<file path="src/rtl/cdb_arbiter_pkg.sv">
// Shared CDB definitions: datapath widths, requester count and the broadcast record.
// Latency: none (types and constants only).
// Backpressure: not applicable.
`ifndef XLEN
`define XLEN 32
`endif
`ifndef ROB_TAG_LEN
`define ROB_TAG_LEN 5
`endif

package cdb_arbiter_pkg;

  // Number of functional units sharing the common data bus.
  localparam int CDB_NUM_REQ = 4;

  // One broadcast on the CDB: completion of the ROB entry named by rob_tag.
  typedef struct packed {
    logic                    valid;
    logic [`ROB_TAG_LEN-1:0] rob_tag;
    logic [`XLEN-1:0]        value;
  } CDB_DATA;

endpackage

</file>
<file path="src/rtl/cdb_arbiter_if.sv">
// FU-to-CDB bundle: per-FU result offers, per-FU accepts and the broadcast record.
// Latency: none (wiring only).
// Backpressure: fu_ready low means the FU must hold its offered result.
interface cdb_arbiter_if
  import cdb_arbiter_pkg::*;
#(
  parameter int NUM_REQ = CDB_NUM_REQ
);

  logic [NUM_REQ-1:0]                   fu_valid;
  logic [NUM_REQ-1:0][`ROB_TAG_LEN-1:0] fu_rob_tag;
  logic [NUM_REQ-1:0][`XLEN-1:0]        fu_value;
  logic [NUM_REQ-1:0]                   fu_ready;
  CDB_DATA                              cdb_data;

  // Functional-unit side: offers results, watches accepts and the bus.
  modport master (
    output fu_valid, fu_rob_tag, fu_value,
    input  fu_ready, cdb_data
  );

  // Arbiter side.
  modport slave (
    input  fu_valid, fu_rob_tag, fu_value,
    output fu_ready, cdb_data
  );

endinterface

</file>
<file path="src/rtl/rr_arbiter.sv">
// Round-robin picker: first set req bit searching upward from ptr, wrapping.
// Latency: purely combinational.
// Backpressure: none; grant is one-hot or all-zero when req is empty.
module rr_arbiter #(
  parameter int NUM_REQ = 4,
  parameter int PTR_W   = (NUM_REQ > 1) ? $clog2(NUM_REQ) : 1
) (
  input  logic [NUM_REQ-1:0] req,
  input  logic [PTR_W-1:0]   ptr,
  output logic [NUM_REQ-1:0] grant
);

  logic             found;
  logic [PTR_W-1:0] idx;

  // Walk the requesters starting at ptr and keep the first one asking.
  always_comb begin
    grant = '0;
    found = 1'b0;
    idx   = '0;
    for (int k = 0; k < NUM_REQ; k++) begin
      idx = PTR_W'((int'(ptr) + k) % NUM_REQ);
      if (!found && req[idx]) begin
        grant[idx] = 1'b1;
        found      = 1'b1;
      end
    end
  end

endmodule

</file>
<file path="src/rtl/cdb_arbiter.sv">
// CDB arbiter: one skid entry per FU, round-robin grant, registered broadcast; CDB_ARB_STATS_EN adds stall counters.
// Latency: 1 cycle from an unbuffered accepted fu_valid to cdb_data.valid.
// Backpressure: fu_ready[i] = !buf_valid[i]; a losing FU is captured, then held off until drained.
module cdb_arbiter
  import cdb_arbiter_pkg::*;
#(
  parameter int NUM_REQ = CDB_NUM_REQ
) (
  input logic          clock,
  input logic          reset,
  cdb_arbiter_if.slave bus
`ifdef CDB_ARB_STATS_EN
  ,
  output logic [NUM_REQ-1:0][31:0] stall_count
`endif
);

  localparam int PTR_W = (NUM_REQ > 1) ? $clog2(NUM_REQ) : 1;

  logic [NUM_REQ-1:0]                   buf_valid;
  logic [NUM_REQ-1:0][`ROB_TAG_LEN-1:0] buf_tag;
  logic [NUM_REQ-1:0][`XLEN-1:0]        buf_value;
  logic [PTR_W-1:0]                     rr_ptr;

  logic [NUM_REQ-1:0] candidate;
  logic [NUM_REQ-1:0] grant;
  logic [PTR_W-1:0]   grant_idx;
  logic [PTR_W-1:0]   next_ptr;
  logic               any_grant;
  CDB_DATA            cdb_q;

  // Ready depends only on buffer occupancy, so there is no path from fu_valid.
  assign bus.fu_ready = ~buf_valid;
  assign bus.cdb_data = cdb_q;

  // A buffered entry stands in for its FU; otherwise a live offer competes.
  assign candidate = buf_valid | bus.fu_valid;

  rr_arbiter #(
    .NUM_REQ (NUM_REQ),
    .PTR_W   (PTR_W)
  ) u_rr_arbiter (
    .req   (candidate),
    .ptr   (rr_ptr),
    .grant (grant)
  );

  // Encode the one-hot grant into an index for muxing and pointer advance.
  always_comb begin
    grant_idx = '0;
    any_grant = |grant;
    for (int i = 0; i < NUM_REQ; i++) begin
      if (grant[i]) begin
        grant_idx = PTR_W'(i);
      end
    end
  end

  assign next_ptr = (grant_idx == PTR_W'(NUM_REQ - 1)) ? '0 : grant_idx + PTR_W'(1);

  // Round-robin pointer moves just past the winner; idle cycles leave it alone.
  always_ff @(posedge clock) begin
    if (reset) begin
      rr_ptr <= '0;
    end else if (any_grant) begin
      rr_ptr <= next_ptr;
    end
  end

  // Register the winner onto the CDB, preferring the buffered copy of that FU.
  always_ff @(posedge clock) begin
    if (reset) begin
      cdb_q <= '0;
    end else if (any_grant) begin
      cdb_q.valid   <= 1'b1;
      cdb_q.rob_tag <= buf_valid[grant_idx] ? buf_tag[grant_idx]   : bus.fu_rob_tag[grant_idx];
      cdb_q.value   <= buf_valid[grant_idx] ? buf_value[grant_idx] : bus.fu_value[grant_idx];
    end else begin
      cdb_q <= '0;
    end
  end

  // Per-FU skid entry: bypass on win, capture on loss, drain on win, else hold.
  always_ff @(posedge clock) begin
    if (reset) begin
      buf_valid <= '0;
    end else begin
      for (int i = 0; i < NUM_REQ; i++) begin
        if (buf_valid[i]) begin
          if (grant[i]) begin
            buf_valid[i] <= 1'b0;
          end
        end else if (bus.fu_valid[i] && !grant[i]) begin
          buf_valid[i] <= 1'b1;
          buf_tag[i]   <= bus.fu_rob_tag[i];
          buf_value[i] <= bus.fu_value[i];
        end
      end
    end
  end

`ifdef CDB_ARB_STATS_EN
  // Count cycles a buffered result waits without a grant, saturating.
  always_ff @(posedge clock) begin
    if (reset) begin
      stall_count <= '0;
    end else begin
      for (int i = 0; i < NUM_REQ; i++) begin
        if (buf_valid[i] && !grant[i] && (stall_count[i] != '1)) begin
          stall_count[i] <= stall_count[i] + 32'd1;
        end
      end
    end
  end
`endif

endmodule

</file>
<file path="src/flat_wrapper.sv">
// flat-port wrapper written by rule: the top's interface ports become plain ports
module cdb_arbiter_flat import cdb_arbiter_pkg::*;
#(
  parameter int NUM_REQ = CDB_NUM_REQ
)
  (clock, reset, bus_fu_valid, bus_fu_rob_tag, bus_fu_value, bus_fu_ready, bus_cdb_data);
  cdb_arbiter_if #(.NUM_REQ(NUM_REQ)) bus_i ();
  input logic clock;
  input logic reset;
  input wire logic [$bits(bus_i.fu_valid)-1:0] bus_fu_valid;
  input wire logic [$bits(bus_i.fu_rob_tag)-1:0] bus_fu_rob_tag;
  input wire logic [$bits(bus_i.fu_value)-1:0] bus_fu_value;
  output wire logic [$bits(bus_i.fu_ready)-1:0] bus_fu_ready;
  output wire logic [$bits(bus_i.cdb_data)-1:0] bus_cdb_data;
  assign bus_i.fu_valid = bus_fu_valid;
  assign bus_i.fu_rob_tag = bus_fu_rob_tag;
  assign bus_i.fu_value = bus_fu_value;
  assign bus_fu_ready = bus_i.fu_ready;
  assign bus_cdb_data = bus_i.cdb_data;
  cdb_arbiter #(.NUM_REQ(NUM_REQ)) u_core (.clock(clock), .reset(reset), .bus(bus_i));
endmodule
</file>
<file path="config.mk">
export PLATFORM = sky130hd
export DESIGN_NAME = cdb_arbiter_flat
export DESIGN_NICKNAME = d
export VERILOG_FILES = /design/src/rtl/cdb_arbiter_pkg.sv /design/src/rtl/cdb_arbiter_if.sv /design/src/rtl/rr_arbiter.sv /design/src/rtl/cdb_arbiter.sv /design/src/flat_wrapper.sv
export SDC_FILE = /design/constraint.sdc
export NUM_CORES = 1
export LEC_CHECK = 0
export BUFFER_PORTS_ARGS = -buffer_cell sky130_fd_sc_hd__buf_2
export CAP_MARGIN = 20
export CORE_ASPECT_RATIO = 0.9
export CORE_MARGIN = 1
export CORE_UTILIZATION = 35
export DETAILED_ROUTE_END_ITERATION = 8
export SETUP_SLACK_MARGIN = 0.2
export SLEW_MARGIN = 20
export SYNTH_ARGS = -nofsm -noshare
export SYNTH_HDL_FRONTEND = slang
export SYNTH_SLANG_ARGS = --single-unit
</file>
<file path="constraint.sdc">
create_clock -name clock -period 17.3 [get_ports clock]
set_clock_uncertainty 0.2 [all_clocks]
set_input_delay 3.46 -clock clock [delete_from_list [all_inputs] [get_ports clock]]
set_output_delay 3.46 -clock clock [all_outputs]
set_load 0.01 [all_outputs]
</file>
==> metrics.txt, run 1 <==
Layout area overhead=21.4%; pin count of the biggest net entering global routing=79; worst vdd ir=216 uV; die height=151 microns; layout cells sized above 1=0.335; Comb power frac=0.510; hold buffers post-CTS=0; Avg Synthesized Cell Area=12.1 sq um; Worst Path Arrival=7.78 ns; Post-Syn Nets=881; post-route ant nets=0; RSZ-0062 raised after global routing=false; CP Data Required Time=17.35 ns; slowest cell on the critical path=a21o_2; Mapped Area=0.00869 sq mm; Period minus WS final=7.72 ns; initial core utilization=0.357; Via density=5.72; relative slew slack=0.260; period utilization=0.446; met3 Track Usage GR=0.0447; vias in the first global route=6,614; Max Fclk=0.129 GHz; post-place setup slack=9.14 ns; top_reg_cell synth=edfxtp_1; pwr/cell area=198 mW/mm^2; CP max FO=78; Pleak=4.02 nW; number of clock sinks=192; RD Place Congestion=0.835; CTS resizes=0; critical path endpoint category=flop; Setup TNS Final=0 ns; core footprint=0.0243 sq mm; overall die width=168 microns; gr busiest metal=met2; CTS buffer count=17; Worst Tran Pin Value=1.11 ns; postcts setup bufs=0; DR WL/cell=22.3 microns; Yosys Warn Count=0; max_cap viols=0; Largest delay share family, worst path=compound AO/OA/AOI/OAI gates; Ports=196; CTS tree=done; worst hold path class=flop to flop; FILL cells=2,331; via count=6,888; Pint=1.20 mW; DRT iter0 DRCs=587; WP buf/inv=2; antenna violations before repair=3; status=finished clean; Row Count=54; Yosys reg bits=192; dpl hpwl=15,900 microns; sequential area share after synthesis=0.613; Worst-path clk slew=0.08 ns; clk buf depth=2; Psw=0.884 mW; total grt overflow=0; Synth area leaders=edfxtp_1 (51%), dfxtp_1 (10%), a221o_1 (4.3%), a31o_2 (3.8%), a311oi_1 (3.7%); critical-path cell list=buf_2, or2_1, mux4_2, and2_1, a2111oi_2, nand2_4, a221oi_4, buf_4, a21o_2, a311oi_1; ys async rst share=0; Netlist cell types=48; port buffer count=195; first-pass detailed-route iteration total=5; Setup crit start kind=input port; Root Driver=clkbuf_16; Clock power frac=0.188; die area=0.0255 sq mm; first-pass GRT wire length=39,900 microns; Routed WL=26,800 microns; Post-synth EDFFs=148; Skew-Pair Late Insertion Delay=0.43 ns; met2 Resource Use GR=0.330; post-route setup slack=9.58 ns; gr usage total=0.214; # setup viols final=0; nets=1,044; Yosys top cell area share=0.512; CP max stage delay=0.82 ns; biggest area consumer among synthesized cells=edfxtp_1; Pins Over Slew Limit=0; crit path kind=input port to flop; H-tree Lvls=4; M1 GR Usage=0.304; final hold vios=0; Residual DRC=0; Switching Fraction=0.424; post-synthesis cell count=719; Reg power frac=0.302
-- stage by stage --
step | utilization | cell area [sq um] | total power, mW | hold slack, ns | cells
2_1_floorplan | - | 8690 | 1.38 | 0.322 | 719
6_report | 0.433 | 10500 | 2.08 | 0.348 | 1205
3_5_place_dp | 0.409 | 9960 | 1.70 | 0.338 | 1171
4_1_cts | 0.433 | 10500 | 2.10 | 0.352 | 1203
5_1_grt | 0.433 | 10500 | 2.20 | 0.365 | 1203
3_3_place_gp | 0.407 | 9900 | 1.68 | 0.330 | 1169
-- area by class of cell --
type / count / area, sq um / area share
sequential: 192 / 5330 / 0.505
timing repair buffer: 209 / 1120 / 0.106
clock buffer: 17 / 425 / 0.0404
tap: 308 / 385 / 0.0366
inverter: 8 / 30.0 / 0.00285
antenna: 2 / 5.00 / 0.000475
clock inverter: 15 / 153 / 0.0145
multi-input combinational: 454 / 3100 / 0.294
-- worst reg2reg max path, stage by stage (launching register included) --
cell and delay, ns:
dfxtp_2 0.62, or2_1 0.39, mux4_2 0.54, and2_1 0.22, a2111oi_2 0.47, nand2_4 0.63, a221oi_4 0.49, buf_4 0.52
a21o_2 0.83, a311oi_1 0.22
-- metal layers --
metal	routed length [microns]	share of wire	vias up
met2	12000	0.45	389
met1	12100	0.45	3325
met3	2510	0.093	22
li1	-	-	3150
met4	227	0.0085	2
met5	14	0.00052	-
-- state kept, by name, indices dropped and copies added, names as in the netlist --
register,flops
u_core.buf_valid,4
u_core.bus.cdb_data,38
u_core.buf_tag,20
u_core.buf_value,128
u_core.rr_ptr,2
-- Yosys cell counts, types with 2 or more instances --
| library cell | count |
|---|---|
| o21ai_0 | 3 |
| nor3_1 | 7 |
| o211ai_1 | 2 |
| inv_1 | 8 |
| mux4_2 | 3 |
| a31o_2 | 38 |
| ha_1 | 8 |
| or3_1 | 37 |
| nand4_1 | 2 |
| buf_4 | 3 |
| clkbuf_1 | 39 |
| buf_6 | 4 |
| edfxtp_1 | 148 |
| and3_1 | 38 |
| or2_1 | 4 |
| nand3_1 | 37 |
| buf_2 | 18 |
| a221o_1 | 37 |
| a311oi_1 | 37 |
| or2_2 | 2 |
| dfxtp_1 | 44 |
| nor4b_1 | 4 |
| nand2_1 | 85 |
| nor2_1 | 47 |
| a2111o_1 | 2 |
| a211oi_1 | 39 |
| o211a_1 | 2 |
-- placed cells by master (no fill, tap or decap), types with 3 or more instances in the layout --
cell,n
a211oi_1,39
a221o_1,37
a311oi_1,37
a31o_2,38
and3_1,38
buf_2,195
buf_4,12
clkbuf_16,17
dfxtp_1,43
edfxtp_1,148
ha_1,8
inv_1,8
inv_6,3
inv_8,3
mux4_2,3
nand2_1,85
nand3_1,37
nor2_1,44
nor2_4,3
nor3_1,7
nor4b_2,4
o21ai_0,3
or2_1,3
or2_2,3
or3_1,37
-- power groups by stage --
stage	registers, mW	clock network (mW)	logic (mW)
final	0.630	0.392	1.06
after global routing	0.637	0.416	1.15
after CTS	0.630	0.399	1.07
after detailed placement	0.640	0	1.07
after global placement	0.640	0	1.04
after floorplan	0.642	0	0.741
-- path summary, 6_finish.rpt --
path	from	depth (start not counted)	slack, ns	end
setup reg to reg	u_core.buf_valid[3]$_SDFF_PP0_	9	12.00	u_core.bus.cdb_data[22]$_SDFF_PP0_
hold reg to reg	u_core.buf_value[59]$_DFFE_PP_	2	0.35	u_core.bus.cdb_data[27]$_SDFF_PP0_
setup / recovery	bus_fu_valid[2]	10	9.58	u_core.bus.cdb_data[22]$_SDFF_PP0_
hold / removal	u_core.buf_value[59]$_DFFE_PP_	2	0.35	u_core.bus.cdb_data[27]$_SDFF_PP0_
-- cell families (layout without fill, tap and decap cells) --
family | count (synthesis) | in the layout | synth area share
and+or+nand+nor | 275 | 275 | 0.159
DFF | 192 | 192 | 0.613
AOI/OAI and AO/OA | 168 | 168 | 0.169
buffers and inverters | 73 | 249 | 0.0389
adders and majority gates | 8 | 8 | 0.0115
muxes | 3 | 3 | 0.00778
other | 0 | 2 | 0
Power figures use the tool's default switching activity.
==> inputs of run 2 (changes only) <==
- clock period: 17.3 -> 6.2 ns (I/O delays scaled with it)
==> run 2 against run 1 <==
Combinational power grew to 2.8 times the previous value. Routed wire length up 0.47%. Die area is the same. Count of clock-buffer cells in the layout stayed put. Power increased to 2.8 times the previous value. Critical path depth did not move.
==> metrics.txt, run 2 (synthesized netlist as in run 1, its figures left out) <==
WP buf/inv=3; worst hold path class=flop to flop; antenna cell count=0; port buffer count=195; Pins Over Slew Limit=0; CP max stage delay=0.60 ns; initial core utilization=0.357; vias in the first global route=6,878; Top reg by flops=u_core.buf_value; worst hold endpoint=u_core.bus.cdb_data[7]$_SDFF_PP0_; Worst Hold Launch=u_core.buf_value[39]$_DFFE_PP_; reg2reg start=u_core.rr_ptr[0]$_SDFFE_PP0P_; max_cap viols=0; R2R Path End=u_core.bus.cdb_data[16]$_SDFF_PP0_; Skew-Pair Late Insertion Delay=0.43 ns; Ports=196; post-route setup slack=1.70 ns; pwr/cell area=551 mW/mm^2; Period minus WS final=4.50 ns; Worst Tran Pin Value=0.949 ns; Pleak=4.06 nW; Routed WL=27,000 microns; dpl hpwl=16,800 microns; Worst Path Arrival=4.60 ns; clk buf depth=2; H-tree Lvls=4; antenna violations before repair=1; hold buffers post-CTS=0; Max Fclk=0.222 GHz; RD Place Congestion=0.859; reg2reg setup slack=1.95 ns; critical path endpoint category=flop; Hold Path Depth=2; die height=151 microns; die area=0.0255 sq mm; post-route ant nets=0; most common cell after layout, fill and taps aside=buf_2; WHS=0.347 ns; worst vdd ir=357 uV; number of clock sinks=192; period utilization=0.726; Root Driver=clkbuf_16; Residual DRC=0; pin count of the biggest net entering global routing=58; FF-to-FF path depth=10; CP Data Required Time=6.29 ns; overall die width=168 microns; CTS tree=done; first-pass detailed-route iteration total=5; via count=7,002; DR WL/cell=22.3 microns; gr usage total=0.214; Largest delay share family, worst path=compound AO/OA/AOI/OAI gates; commonest non-fill, non-tap cells in the layout=buf_2 (195), edfxtp_1 (148), nand2_1 (85); layout cells sized above 1=0.341; post-place setup slack=1.25 ns; CP max FO=21; Setup crit start kind=input port; CTS buffer count=17; RSZ-0062 raised after global routing=false; crit path kind=input port to flop; nets=1,051; final hold vios=0; Setup TNS Final=0 ns; critical-path cell list=buf_2, or2_1, mux4_2, and2_1, a2111o_1, nor4_4, buf_4, a31o_2, buf_4, a311oi_1; total grt overflow=0; Layout area overhead=22.0%; relative slew slack=0.367; CTS resizes=0; Via density=5.79; first-pass GRT wire length=40,500 microns; slowest cell on the critical path=a31o_2; status=finished clean; Worst path most repeated cell=buf_4; postcts setup bufs=0; core footprint=0.0243 sq mm; Worst-path clk slew=0.08 ns; DRT iter0 DRCs=692; # setup viols final=0; Largest register FFs=128; Row Count=54
run 2: worst max-delay path by stage:
stage	from	end	slack, ns	cells after the start
6_report	bus_fu_valid[2]	u_core.bus.cdb_data[16]$_SDFF_PP0_	1.70	10
2_1_floorplan	bus_fu_valid[1]	u_core.buf_tag[10]$_DFFE_PP_	0.32	8
5_1_grt	bus_fu_valid[2]	u_core.bus.cdb_data[22]$_SDFF_PP0_	1.55	10
3_5_place_dp	bus_fu_valid[1]	u_core.bus.cdb_data[16]$_SDFF_PP0_	1.25	10
3_3_place_gp	bus_fu_valid[1]	u_core.bus.cdb_data[25]$_SDFF_PP0_	1.31	10
4_1_cts	bus_fu_valid[2]	u_core.bus.cdb_data[16]$_SDFF_PP0_	1.72	10
run 2: per-layer routing:
metal  vias to the layer above  wire length (microns)  track usage
li1                       3161                      -            -
met1                      3413                  11700        0.288
met2                       390                  12200        0.345
met3                        36                   2480       0.0486
met4                         2                    507       0.0659
met5                         -                      9            0
run 2: layout make-up:
| cell class | count | area, sq um |
|---|---|---|
| clock inverter | 15 | 150 |
| multi-input combinational | 454 | 3130 |
| tap | 308 | 385 |
| timing repair buffer | 216 | 1150 |
| clock buffer | 17 | 425 |
| sequential | 192 | 5330 |
| inverter | 8 | 30.0 |
| fill | 2333 | 13700 |
run 2: worst register-to-register path, delay by kind of cell, from the launching register on:
family                   cells  cell delay, ns
AO/OA/AOI/OAI                4            1.32
AND/OR/NAND/NOR              3            0.97
flip-flops                   1            0.62
adder cells (fa/ha/maj)      1            0.39
buffers and inverters        2            0.60
run 2: report_power, final:
part	leakage [nW]	total, mW	internal, mW	switching [mW]
sequential	1.73	1.74	1.65	0.0870
combinational	2.05	3.01	1.15	1.86
clock	0.281	1.08	0.536	0.546
run 2: per-stage QoR:
step	instances	utilization	area [sq um]	power [mW]
after CTS	1210	0.436	10600	5.86
after global placement	1177	0.411	10000	4.75
after detailed placement	1178	0.412	10000	4.79
final	1210	0.436	10600	5.84
after floorplan	719	-	8710	3.86
after global routing	1210	0.436	10600	6.16
==> inputs of run 3 (changes only) <==
- ABC_AREA: default -> 1
- clock period: 6.2 -> 4.25 ns (I/O delays scaled with it)
==> run 3 against run 2 <==
The run now ends with design-rule violations left. Design area increased by 12%. Global-route usage decreased by 1.3 points. Combinational power increased by 130%. Sequential share of layout area decreased by 5.4 points. Routed wire length increased by 6.4%. Sequential power increased by 48%. Clock power increased by 44%. Count of clock-buffer cells in the layout increased by 3. Die area increased by 14%. Final cell count increased by 50%. Power increased by 89%. Critical endpoint is now u_core.bus.cdb_data[15]$_SDFF_PP0_. Largest cell class unchanged. Highest routed layer unchanged.
==> metrics.txt, run 3 <==
sequential area share after synthesis=0.537; clk buf depth=2; CP max FO=40; antenna cell count=0; nets=1,599; CTS resizes=0; via count=8,239; Yosys top cell area share=0.448; Max Fclk=0.273 GHz; Post-Syn Nets=1,425; CTS tree=done; hold buffers post-CTS=0; first-pass GRT wire length=43,600 microns; pin count of the biggest net entering global routing=47; Skew-Pair Late Insertion Delay=0.43 ns; status=finished with violations; DRT iter0 DRCs=524; post-synthesis cell count=1,263; commonest non-fill, non-tap cells in the layout=nand2_1 (337), nor2_1 (267), buf_2 (195); vias in the first global route=7,815; Largest register FFs=128; overall die width=179 microns; Worst-path clk slew=0.08 ns; post-route setup slack=0.589 ns; dpl hpwl=18,600 microns; RSZ-0062 raised after global routing=false; worst hold path class=flop to flop; DR WL/cell=15.9 microns; Setup crit start kind=flop; ys async rst share=0; Layout area overhead=19.8%; Post-synth EDFFs=148; die height=162 microns; layout cells sized above 1=0.197; post-route ant nets=0; postcts setup bufs=0; Yosys reg bits=192; Synth area leaders=edfxtp_1 (45%), nand2_1 (13%), nor2_1 (10%), dfxtp_1 (8.9%), inv_1 (7.0%); total grt overflow=0; Residual DRC=22; port buffer count=195; antenna violations before repair=2; post-synthesis compound-gate area fraction=0.0704; CTS buffer count=17; Period minus WS final=3.66 ns; period utilization=0.861; crit path kind=flop to flop; wire length on met1=13,000 microns; # setup viols final=0; most common cell after layout, fill and taps aside=nand2_1; top_reg_cell synth=edfxtp_1; Synth top cells by count=nand2_1 (340), nor2_1 (273), inv_1 (186); Row Count=58; Top reg by flops=u_core.buf_value; relative slew slack=0.386; count leader, synth=nand2_1; Via density=4.55; Synth Area in Adders=0.0101; RD Place Congestion=0.862; DR top layer=met5; first-pass detailed-route iteration total=7; initial core utilization=0.356; Routed WL=28,700 microns; Worst Path Arrival=3.78 ns; xor/xnor share of the synthesized area=0; Ports=196; core footprint=0.0279 sq mm; Netlist cell types=26; post-synthesis mux area share=0; largest family of logic cells by synthesized area=simple AND/OR/NAND/NOR gates; Setup TNS Final=0 ns; critical path endpoint category=flop; die area=0.0290 sq mm; gr usage total=0.201; Avg Synthesized Cell Area=7.85 sq um; H-tree Lvls=4; number of clock sinks=192; Tot Pwr=11.1 mW; failing checks=design-rule violations; Pleak=5.99 nW; biggest area consumer among synthesized cells=edfxtp_1; met2 routed WL=13,700 microns; FILL cells=2,843; Pins Over Slew Limit=0; max_cap viols=0; Worst Tran Pin Value=0.919 ns; pwr/cell area=931 mW/mm^2; Yosys Warn Count=0; worst vdd ir=557 uV; met3 wire length=1760 microns; Simple-Gate Fraction of Synth Area=0.271; final hold vios=0; post-place setup slack=0.439 ns; Mapped Area=0.00991 sq mm; Root Driver=clkbuf_16; CP Data Required Time=4.37 ns
[run 3: cell count changes in the layout (fill, tap and decap cells not counted), moves of 13 or more]
cell / before / now
or3_1: 37 / 0
a311oi_1: 37 / 0
and3_1: 38 / 0
inv_2: 0 / 13
a211oi_1: 39 / 1
nand3_1: 37 / 53
o21bai_1: 0 / 37
inv_1: 8 / 186
nor2_1: 44 / 267
o21ai_0: 3 / 38
a21oi_1: 1 / 39
a31o_2: 38 / 0
nand2_1: 85 / 337
a221o_1: 37 / 0
[run 3: cell families (layout without fill, tap and decap cells)]
kind of cell,Yosys count,count (layout)
AOI/OAI and AO/OA,118,118
and+or+nand+nor,682,682
buffers and inverters,263,450
adders and majority gates,8,8
DFF,192,192
[run 3: final cells by class]
type                    count  area (sq um)  area share
flip-flops and latches    192          5330       0.449
multi-input cells         808          3590       0.302
repair buffers            219          1210       0.102
inverters                 199           747      0.0629
well taps                 360           450      0.0379
clock buffers              20           447      0.0376
clock inverters            12           109     0.00917
[run 3: layer usage]
metal,vias to the layer above,GRT usage
met4,4,0.0451
met5,-,0
met2,252,0.334
li1,4229,-
met1,3726,0.269
met3,28,0.0384
[run 3: critical path, cell delays in order (launching register included)]
cell	delay, ns
dfxtp_1	0.60
inv_2	0.14
ha_1	0.34
inv_1	0.10
nand3_1	0.10
nand2_2	0.14
nor2_4	0.09
nand3_1	0.13
inv_2	0.06
nor2_4	0.21
nand2_4	0.26
a21oi_1	0.22
nand2_1	0.11
nand2_4	0.35
buf_12	0.27
nand2_1	0.09
nand2_1	0.06
nor2_1	0.04
[run 3: path summary, 6_finish.rpt]
path / start / to / slack (ns) / cells past startpoint
setup / recovery: u_core.rr_ptr[1]$_SDFFE_PP0P_ / u_core.bus.cdb_data[15]$_SDFF_PP0_ / 0.59 / 17
hold / removal: u_core.buf_valid[2]$_SDFF_PP0_ / u_core.buf_valid[2]$_SDFF_PP0_ / 0.36 / 2
setup reg to reg: u_core.rr_ptr[1]$_SDFFE_PP0P_ / u_core.bus.cdb_data[15]$_SDFF_PP0_ / 0.59 / 17
hold reg to reg: u_core.buf_valid[2]$_SDFF_PP0_ / u_core.buf_valid[2]$_SDFF_PP0_ / 0.36 / 2
[run 3: where the power goes]
group / internal (mW) / total (mW) / leakage [nW] / switching [mW]
Combinational: 2.23 / 6.92 / 3.99 / 4.69
Sequential: 2.45 / 2.58 / 1.73 / 0.125
Clock: 0.829 / 1.56 / 0.273 / 0.730
[run 3: metrics by stage]
step / util / instance area [sq um] / hold WS, ns / cells
after floorplan: - / 9920 / 0.290 / 1263
after global placement: 0.406 / 11300 / 0.362 / 1778
after detailed placement: 0.406 / 11300 / 0.352 / 1778
after CTS: 0.426 / 11900 / 0.370 / 1810
after global routing: 0.426 / 11900 / 0.385 / 1810
final: 0.426 / 11900 / 0.364 / 1810
